$ cat src/rtl/adder_pipe.sv
// Pipelined add/subtract unit with valid/ready handshake and a stall-all pipeline.
// Optional sticky carry/borrow flag is built when ADDER_PIPE_OVF_EN is defined.
module adder_pipe #(
    parameter int WIDTH  = 8,
    parameter int STAGES = 2
) (
    input  logic             clk,
    input  logic             rst_n,
    input  logic             in_valid,
    output logic             in_ready,
    input  logic             op,
    input  logic [WIDTH-1:0] a,
    input  logic [WIDTH-1:0] b,
    output logic             out_valid,
    input  logic             out_ready,
    output logic [WIDTH:0]   sum
`ifdef ADDER_PIPE_OVF_EN
    ,
    output logic             ovf_sticky
`endif
);

    logic [STAGES:1]          vld_pipe;
    logic [STAGES:1][WIDTH:0] res_pipe;
    logic                     adv;
    logic [WIDTH:0]           res_in;

    // The whole chain moves together; any stall at the tail freezes every stage.
    assign adv       = !vld_pipe[STAGES] || out_ready;
    assign in_ready  = adv;
    assign out_valid = vld_pipe[STAGES];
    assign sum       = res_pipe[STAGES];

    always_comb begin
        res_in = '0;
        if (op) res_in = {1'b0, a} - {1'b0, b};
        else    res_in = {1'b0, a} + {1'b0, b};
    end

    always_ff @(posedge clk) begin
        if (!rst_n) begin
            vld_pipe <= '0;
            res_pipe <= '0;
        end else if (adv) begin
            vld_pipe[1] <= in_valid;
            res_pipe[1] <= res_in;
            for (int i = 2; i <= STAGES; i++) begin
                vld_pipe[i] <= vld_pipe[i-1];
                res_pipe[i] <= res_pipe[i-1];
            end
        end
    end

`ifdef ADDER_PIPE_OVF_EN
    always_ff @(posedge clk) begin
        if (!rst_n)                                ovf_sticky <= 1'b0;
        else if (out_valid && out_ready && sum[WIDTH]) ovf_sticky <= 1'b1;
    end
`endif

endmodule
$ cat config.mk
export PLATFORM = sky130hd
export DESIGN_NAME = adder_pipe
export DESIGN_NICKNAME = d
export VERILOG_FILES = /design/src/rtl/adder_pipe.sv
export SDC_FILE = /design/constraint.sdc
export NUM_CORES = 1
export LEC_CHECK = 0
export BUFFER_PORTS_ARGS = -buffer_cell sky130_fd_sc_hd__buf_2
export CORE_ASPECT_RATIO = 0.75
export CORE_MARGIN = 5
export CORE_UTILIZATION = 58
export CTS_BUF_LIST = sky130_fd_sc_hd__clkbuf_4 sky130_fd_sc_hd__clkbuf_8
export DETAILED_ROUTE_END_ITERATION = 10
export PLACE_DENSITY_LB_ADDON = 0.05
export SYNTH_ARGS = -nofsm -noshare
export SYNTH_HDL_FRONTEND = slang
export SYNTH_SLANG_ARGS = --single-unit
$ cat constraint.sdc
create_clock -name clk -period 6.29 [get_ports clk]
set_input_delay 0.9435 -clock clk [delete_from_list [all_inputs] [get_ports clk]]
set_output_delay 0.9435 -clock clk [all_outputs]
set_load 0.005 [all_outputs]
Word level (Yosys, flattened, before mapping). Index checks and enable logic that the tools add are counted.

Register bits after elaboration: 20. Output and inout bits: 11. Logic and storage cells: 8. Bits of input ports: 21.

Add/sub/neg operators: 2. Reduce and logical (&&, ||, !) cells: 2. Multiplexer cells: 1.

Operators with widths (number): 8-bit by 8-bit adder with 9-bit output (1); 9-bit 2-to-1 mux (1); 8-bit by 8-bit subtractor with 9-bit output (1); 1-bit zero test (1); 1-bit logical OR (1).

Depth between registers and ports, before layout. Gate-level depths: netlist of the first run.

Depth after elaboration: 2. Mapped depth: 11. Mapped depth without buffers: 11.

Worst setup path before layout of the first run. OpenSTA, ideal clock, no wires.

Path kind: input to register. Start: input port op. End: register res_pipe[7] (netlist bit). Slack: 3.519 ns. Stages on the path: 9. Data required time: 6.170 ns. Path buffers: 1. Arrival: 2.651 ns. Setup time: 0.120 ns. Cell sequence: clkbuf_1 -> mux2_2 -> inv_1 -> ha_1 -> nor2b_1 -> o31a_1 -> o41ai_1 -> or4_1 -> nand3_1.

Longest elaborated chain between the ends: 1.

Ends and longest elaborated chain: from (decl) (line 11) `input logic op,`; 9-bit 2-to-1 mux (line 36) `if (op) res_in = {1'b0, a} - {1'b0, b};`; to (signal, indexed assignment) (line 49) `res_pipe[i] <= res_pipe[i-1];`; to (decl) (line 24) `logic [STAGES:1][WIDTH:0] res_pipe;`.

No other way between the ends. A chain may end at the register's enable or synchronous reset.

Worst setup path after layout of the first run.
Start: input port out_ready. End: output port in_ready.

Longest elaborated chain between the ends: 1.

Ends and longest elaborated chain: from (decl) (line 15) `input logic out_ready,`; 1-bit logical OR (line 29) `assign adv = !vld_pipe[STAGES] || out_ready;`; to (decl) (line 10) `output logic in_ready,`.

No other way between the ends.

==> qor.csv, run 1 <==
stage;metric;value;unit
logic_synthesis;post-synthesis sequential area ratio;31.8;%
timing;Fmax;295;MHz
detailed_routing;Initial DRC Count;64;
power;Sequential Power Share;47.0;%
critical_path;crit-path leading delay family;buffers and inverters;
clock_tree;clk sink count;20;
clock_tree;Clock transition at path regs;0.11;ns
global_routing;GRT Total Usage;18.4;%
logic_synthesis;#FFs+latches synth;20;
detailed_routing;routed length per instance;13.4;um
timing;max-slew violations;0;
timing;Final min period;3.40;ns
global_routing;largest net degree at the start of global routing;25;
critical_path;Req. time, crit path;5.35;ns
outcome;status;finished clean;
timing;Tcrit/Tclk final;54.0;%
placed_design;DP HPWL;2.14;mm
job;Max-Cap Viols;0;
timing;Fin Setup TNS;0;ns
critical_path;arrival time at the worst endpoint;2.45;ns
clock_tree;postcts setup bufs;0;
die;Total Die Area;3210;um^2
layout;Area growth, synth to finish;9.83;%
layout;most frequent cells in the layout;31 x buf_2, 22 x nand2_1, 20 x dfxtp_1, 17 x a21oi_1, 13 x nor2_1;
die;Core Box Area;2030;um^2
clock_tree;CTS Buffer Depth;2;
layout;share of layout cells above drive strength 1;21.8;%
detailed_routing;Detail Route Antenna Nets;0;
placed_design;Final GP Congestion;0.712;
detailed_routing;Vias/cell;5.54;
layout;most common cell after layout, fill and taps aside;buf_2;
power;Sw Ratio;30.3;%
timing;hold_ws;0.453;ns
timing;Final Setup Violations;0;
die;die height;50.4;um
logic_synthesis;Net Count, Synth;191;
critical_path;Max stage delay on crit path;0.66;ns
die;row count;14;
placed_design;Placed Area;1350;um^2
logic_synthesis;synthesized cell area;1260;um^2
clock_tree;CTS tree;done;
critical_path;CP max-delay cell;and2b_1;
logic_synthesis;Ys Warns;0;
critical_path;critical path type;primary input to output pin;
clock_tree;CTS root buf;clkbuf_4;
global_routing;number of global-route vias before repair;1102;
critical_path;most used cell, CP;buf_2;
timing;RSZ-0062 raised after global routing;false;
power;Final Power;0.000320;W
die;die width;63.8;um
timing;Final Hold Fails;0;
layout;# nets final;211;
clock_tree;post-CTS resize count;0;
critical_path;Setup crit end kind;output pin;
detailed_routing;final routed DRC violation total;0;
layout;Filler Cell Count;195;
power;internal power;0.000223;W
power;clock share of power;23.1;%
layout;Design Area, Final;1380;um^2
logic_synthesis;Syn Area/Cell;7.87;um^2
die;io pins;32;
timing;clk_skew;0.00117;ns
global_routing;initial antenna violation count;0;
power;Cell Pwr Density;231;nW/um^2
timing;PnR worst setup slack;2.89;ns
logic_synthesis;Syn Inst Count;160;
clock_tree;clock latency on the worst-skew pair;0.30;ns
placed_design;IO buf count;31;
layout;Ant. Diodes;0;
die;initial core utilization;62.0;%
detailed_routing;final wirelength;2.71;mm
global_routing;grt total ovfl;0;
power;Max VDD drop;0.171;mV
min_path;Min-Delay Path Class;register to register;
detailed_routing;vias after detailed routing;1124;
clock_tree;# H-tree levels;1;
global_routing;first-pass GRT wire length;4.65;mm
timing;Max-slew headroom;51.0;%
critical_path;Reg2Reg Setup Slack;4.26;ns
power;NetSw;0.0000969;W
power;Pleak;0.633;nW
timing;Worst-Margin Slew;0.736;ns
logic_synthesis;count of cell types in the netlist;38;
placed_design;setup slack after placement;2.94;ns
detailed_routing;DR pass1 iterations;4;
clock_tree;cts hold-fix bufs;0;
critical_path;CP max FO;24;
critical_path;worst path cell trace;buf_2, and2b_1, inv_1, buf_2;
critical_path;startpoint types;primary input;
critical_path;Buf/Inv on CP;3;
clock_tree;CTS buffer count;3;
power;combinational fraction of design power;29.8;%
[flip-flops by register name (all words and copies together), names as in the netlist]
register and flops:
res_pipe 9, sum 9, vld_pipe 2
[metal layers]
metal | vias to the layer above | track usage (%) | share of wire [%]
met3 | 8 | 6.25 | 6.3
met1 | 510 | 21.1 | 45
met5 | - | 0 | 0
met2 | 28 | 30.8 | 47
li1 | 578 | - | -
met4 | 0 | 8.65 | 2.4
[metrics by stage]
stage          cells  util [%]
6_report         203      68.1
5_1_grt          203      68.1
4_1_cts          203      68.1
3_5_place_dp     199      66.3
3_3_place_gp     199      66.3
2_1_floorplan    160         -
[cell type report]
type	instances	area (um^2)	area share, %
Clock buffer	4	36.3	2.62
Inverter	9	33.8	2.44
Multi-Input combinational cell	115	728	52.6
Sequential cell	20	400	28.9
Tap cell	24	30.0	2.17
Timing Repair Buffer	31	155	11.2
[cell families (layout without fill, tap and decap cells)]
| group | after synthesis | in the layout | synth area share [%] |
|---|---|---|---|
| compound gates | 37 | 37 | 18.2 |
| xor+xnor | 8 | 8 | 5.56 |
| fa+ha+maj | 10 | 10 | 10.5 |
| buf+inv | 25 | 44 | 10.4 |
| flops | 20 | 20 | 31.8 |
| mux | 1 | 1 | 0.894 |
| simple gates | 59 | 59 | 22.6 |
[worst min-delay path, delay by kind of cell, from the launching register on]
| family | cells | cell delay (ns) |
|---|---|---|
| DFF | 1 | 0.32 |
| and+or+nand+nor | 1 | 0.05 |
| AOI/OAI and AO/OA | 1 | 0.05 |
[power by group through the flow]
stage | clock network [W] | registers [W] | logic [W]
after global routing | 0.0000831 | 0.000153 | 0.000108
after floorplan | 0 | 0.000151 | 0.0000745
after global placement | 0 | 0.000152 | 0.0000908
after CTS | 0.0000762 | 0.000150 | 0.0000956
final | 0.0000739 | 0.000150 | 0.0000953
after detailed placement | 0 | 0.000153 | 0.0000951
[synth_stat cells, drive strengths merged]
cell type | count | area share [%]
nor2 | 13 | 3.9
nand2b | 3 | 1.5
xnor2 | 6 | 4.2
inv | 9 | 2.7
nand3 | 6 | 2.4
a21o | 2 | 1.8
o21a | 2 | 1.2
clkbuf | 2 | 0.60
nor2b | 1 | 0.50
and2b | 1 | 0.60
nor3b | 3 | 2.2
a21oi | 17 | 6.8
o22a | 1 | 0.70
nand4 | 1 | 0.50
dfxtp | 20 | 32
o21ai | 6 | 2.4
or3 | 1 | 0.50
nand2 | 22 | 6.6
ha | 9 | 8.9
a31oi | 2 | 0.99
o31a | 1 | 0.70
or4 | 1 | 0.60
buf | 14 | 7.1
fa | 1 | 1.6
mux2 | 1 | 0.89
nor4b | 1 | 0.70
and2 | 1 | 0.50
nor4 | 3 | 1.5
o211ai | 2 | 1.2
xor2 | 2 | 1.4
nor3 | 2 | 0.79
o41ai | 1 | 0.70
a211oi | 3 | 1.8
[path summary, 6_finish.rpt]
path / from / end / depth (start not counted)
max: out_ready / in_ready / 4
min: sum[4] / sum[4] / 2
max reg2reg: vld_pipe[2] / res_pipe[8] / 5
min reg2reg: sum[4] / sum[4] / 2
Note: power is estimated with default switching activity, not from simulation.
==> run 2: changes to the inputs <==
CORE_UTILIZATION = 49   (was 58)
clock period = 2.8 ns   (was 6.29 ns; I/O delays follow)
==> run 2 against run 1 <==
Against the previous run:
- non-clock buffer count up 2
- critical path type is now primary input to register
- via count down 0.98%
- total power up 120%
- first-iteration DRC count up 4.7%
- critical endpoint is now res_pipe[7]
- largest cell class unchanged
- count of clock-buffer cells in the layout unchanged
- hold slack worse by 0.089 ns
- die area up 15%
- critical path depth up 5
==> qor.csv, run 2 (synthesis results as in run 1) <==
stage;metric;value;unit;change
clock_tree;CTS root buf;clkbuf_4;;
min_path;Min-Delay Path Class;primary input to register;;
timing;PnR worst setup slack;0.469;ns;-2.43 ns
timing;Worst-Margin Slew;0.422;ns;-0.314 ns
clock_tree;CTS Buffer Depth;2;;unchanged
timing;Fin Setup TNS;0;ns;unchanged
die;io pins;32;;unchanged
critical_path;startpoint types;primary input;;
global_routing;initial antenna violation count;0;;unchanged
clock_tree;clock latency on the worst-skew pair;0.29;ns;about the same
clock_tree;post-CTS resize count;0;;unchanged
detailed_routing;DR pass1 iterations;4;;unchanged
power;Pleak;0.643;nW;+1.5%
global_routing;grt total ovfl;0;;unchanged
layout;most frequent cells in the layout;31 x buf_2, 22 x nand2_1, 20 x dfxtp_1, 17 x a21oi_1, 13 x nor2_1;;
job;Max-Cap Viols;0;;unchanged
clock_tree;CTS tree;done;;
clock_tree;CTS buffer count;3;;unchanged
timing;Final Hold Fails;0;;unchanged
detailed_routing;final wirelength;2.57;mm;-5.3%
timing;Final min period;2.33;ns;
global_routing;first-pass GRT wire length;4.44;mm;-4.6%
die;Total Die Area;3700;um^2;+15%
placed_design;setup slack after placement;0.167;ns;-2.77 ns
layout;Filler Cell Count;246;;+26%
power;Cell Pwr Density;502;nW/um^2;+120%
layout;Ant. Diodes;0;;unchanged
timing;clk_skew;0.00140;ns;+0.000230 ns
timing;Max-slew headroom;71.6;%;+21 points
critical_path;Setup crit end kind;register;;
detailed_routing;vias after detailed routing;1113;;-0.98%
detailed_routing;Vias/cell;5.18;;-6.5%
timing;max-slew violations;0;;unchanged
clock_tree;postcts setup bufs;0;;unchanged
placed_design;DP HPWL;1.99;mm;-7.1%
critical_path;critical path type;primary input to register;;
clock_tree;cts hold-fix bufs;0;;unchanged
layout;most common cell after layout, fill and taps aside;buf_2;;
clock_tree;# H-tree levels;1;;unchanged
clock_tree;Clock transition at path regs;0.10;ns;about the same
detailed_routing;final routed DRC violation total;0;;unchanged
global_routing;GRT Total Usage;15.9;%;-2.4 points
critical_path;arrival time at the worst endpoint;2.52;ns;+0.07 ns
die;initial core utilization;52.9;%;-9.1 points
clock_tree;clk sink count;20;;unchanged
detailed_routing;Initial DRC Count;67;;+4.7%
outcome;status;finished clean;;
detailed_routing;Detail Route Antenna Nets;0;;unchanged
layout;Area growth, synth to finish;12.0;%;
timing;Tcrit/Tclk final;83.2;%;
layout;# nets final;213;;+0.95%
timing;Final Setup Violations;0;;unchanged
placed_design;Final GP Congestion;0.821;;+15%
timing;hold_ws;0.364;ns;-0.0888 ns
layout;Post-Layout Cell Count;215;;+5.9%
global_routing;number of global-route vias before repair;1061;;-3.7%
power;Max VDD drop;0.326;mV;+91%
critical_path;CP max FO;6;;-75%
die;die height;53.9;um;+7.0%
layout;share of layout cells above drive strength 1;22.7;%;+0.86 points
global_routing;largest net degree at the start of global routing;25;;unchanged
placed_design;IO buf count;31;;unchanged
timing;RSZ-0062 raised after global routing;false;;
critical_path;Req. time, crit path;2.99;ns;-2.36 ns
die;row count;15;;+1
placed_design;dpl cells;211;;+6.0%
die;Core Box Area;2380;um^2;+17%
die;die width;68.6;um;+7.4%
detailed_routing;routed length per instance;11.9;um;-11%
timing;Fmax;429;MHz;
## run 2: report_power, final
part	switching [W]	internal [W]	total [W]
combinational	0.000111	0.000101	0.000212
clock	0.0000793	0.0000793	0.000159
sequential	0.0000169	0.000321	0.000337
total	0.000207	0.000501	0.000708
## run 2: final cells by class
cell class	count	area (um^2)	share of cell area, %
clock buffer	4	36.3	2.57
inverter	9	33.8	2.39
multi-input combinational	115	728	51.6
sequential	20	400	28.4
tap	34	42.5	3.01
timing repair buffer	33	170	12.1
## run 2: worst max-delay path, stage by stage
cell and delay [ns]:
buf_2 0.12, nor4_1 0.42, a21oi_1 0.15, xnor2_1 0.15, ha_1 0.36, a21o_4 0.26
o41ai_1 0.41, or4_1 0.17, nand3_1 0.06
## run 2: final timing paths
| kind | startpoint | end | slack [ns] | cells after the start |
|---|---|---|---|---|
| worst max-delay path | b[3] | res_pipe[7] | 0.47 | 9 |
| worst min register to register | sum[8] | sum[8] | 0.45 | 2 |
| worst max register to register | vld_pipe[2] | res_pipe[8] | 1.38 | 7 |
| worst min-delay path | in_valid | vld_pipe[1] | 0.36 | 3 |
## run 2: stage by stage
step	area [um^2]	power, W	utilization (%)
global placement	1380	0.000550	57.7
CTS	1410	0.000716	59.2
finish	1410	0.000708	59.2
detailed placement	1380	0.000556	57.7
floorplan	1260	0.000508	-
global route	1410	0.000764	59.2
## run 2: layer usage
layer | vias up | share of wire, % | GRT usage [%] | wire length (um)
met2 | 16 | 45 | 26.6 | 1150
met5 | - | 0 | 0 | 0
met3 | 2 | 3.8 | 5.01 | 98
met1 | 504 | 51 | 20.3 | 1310
met4 | 0 | 0.27 | 2.97 | 7
li1 | 591 | - | - | -
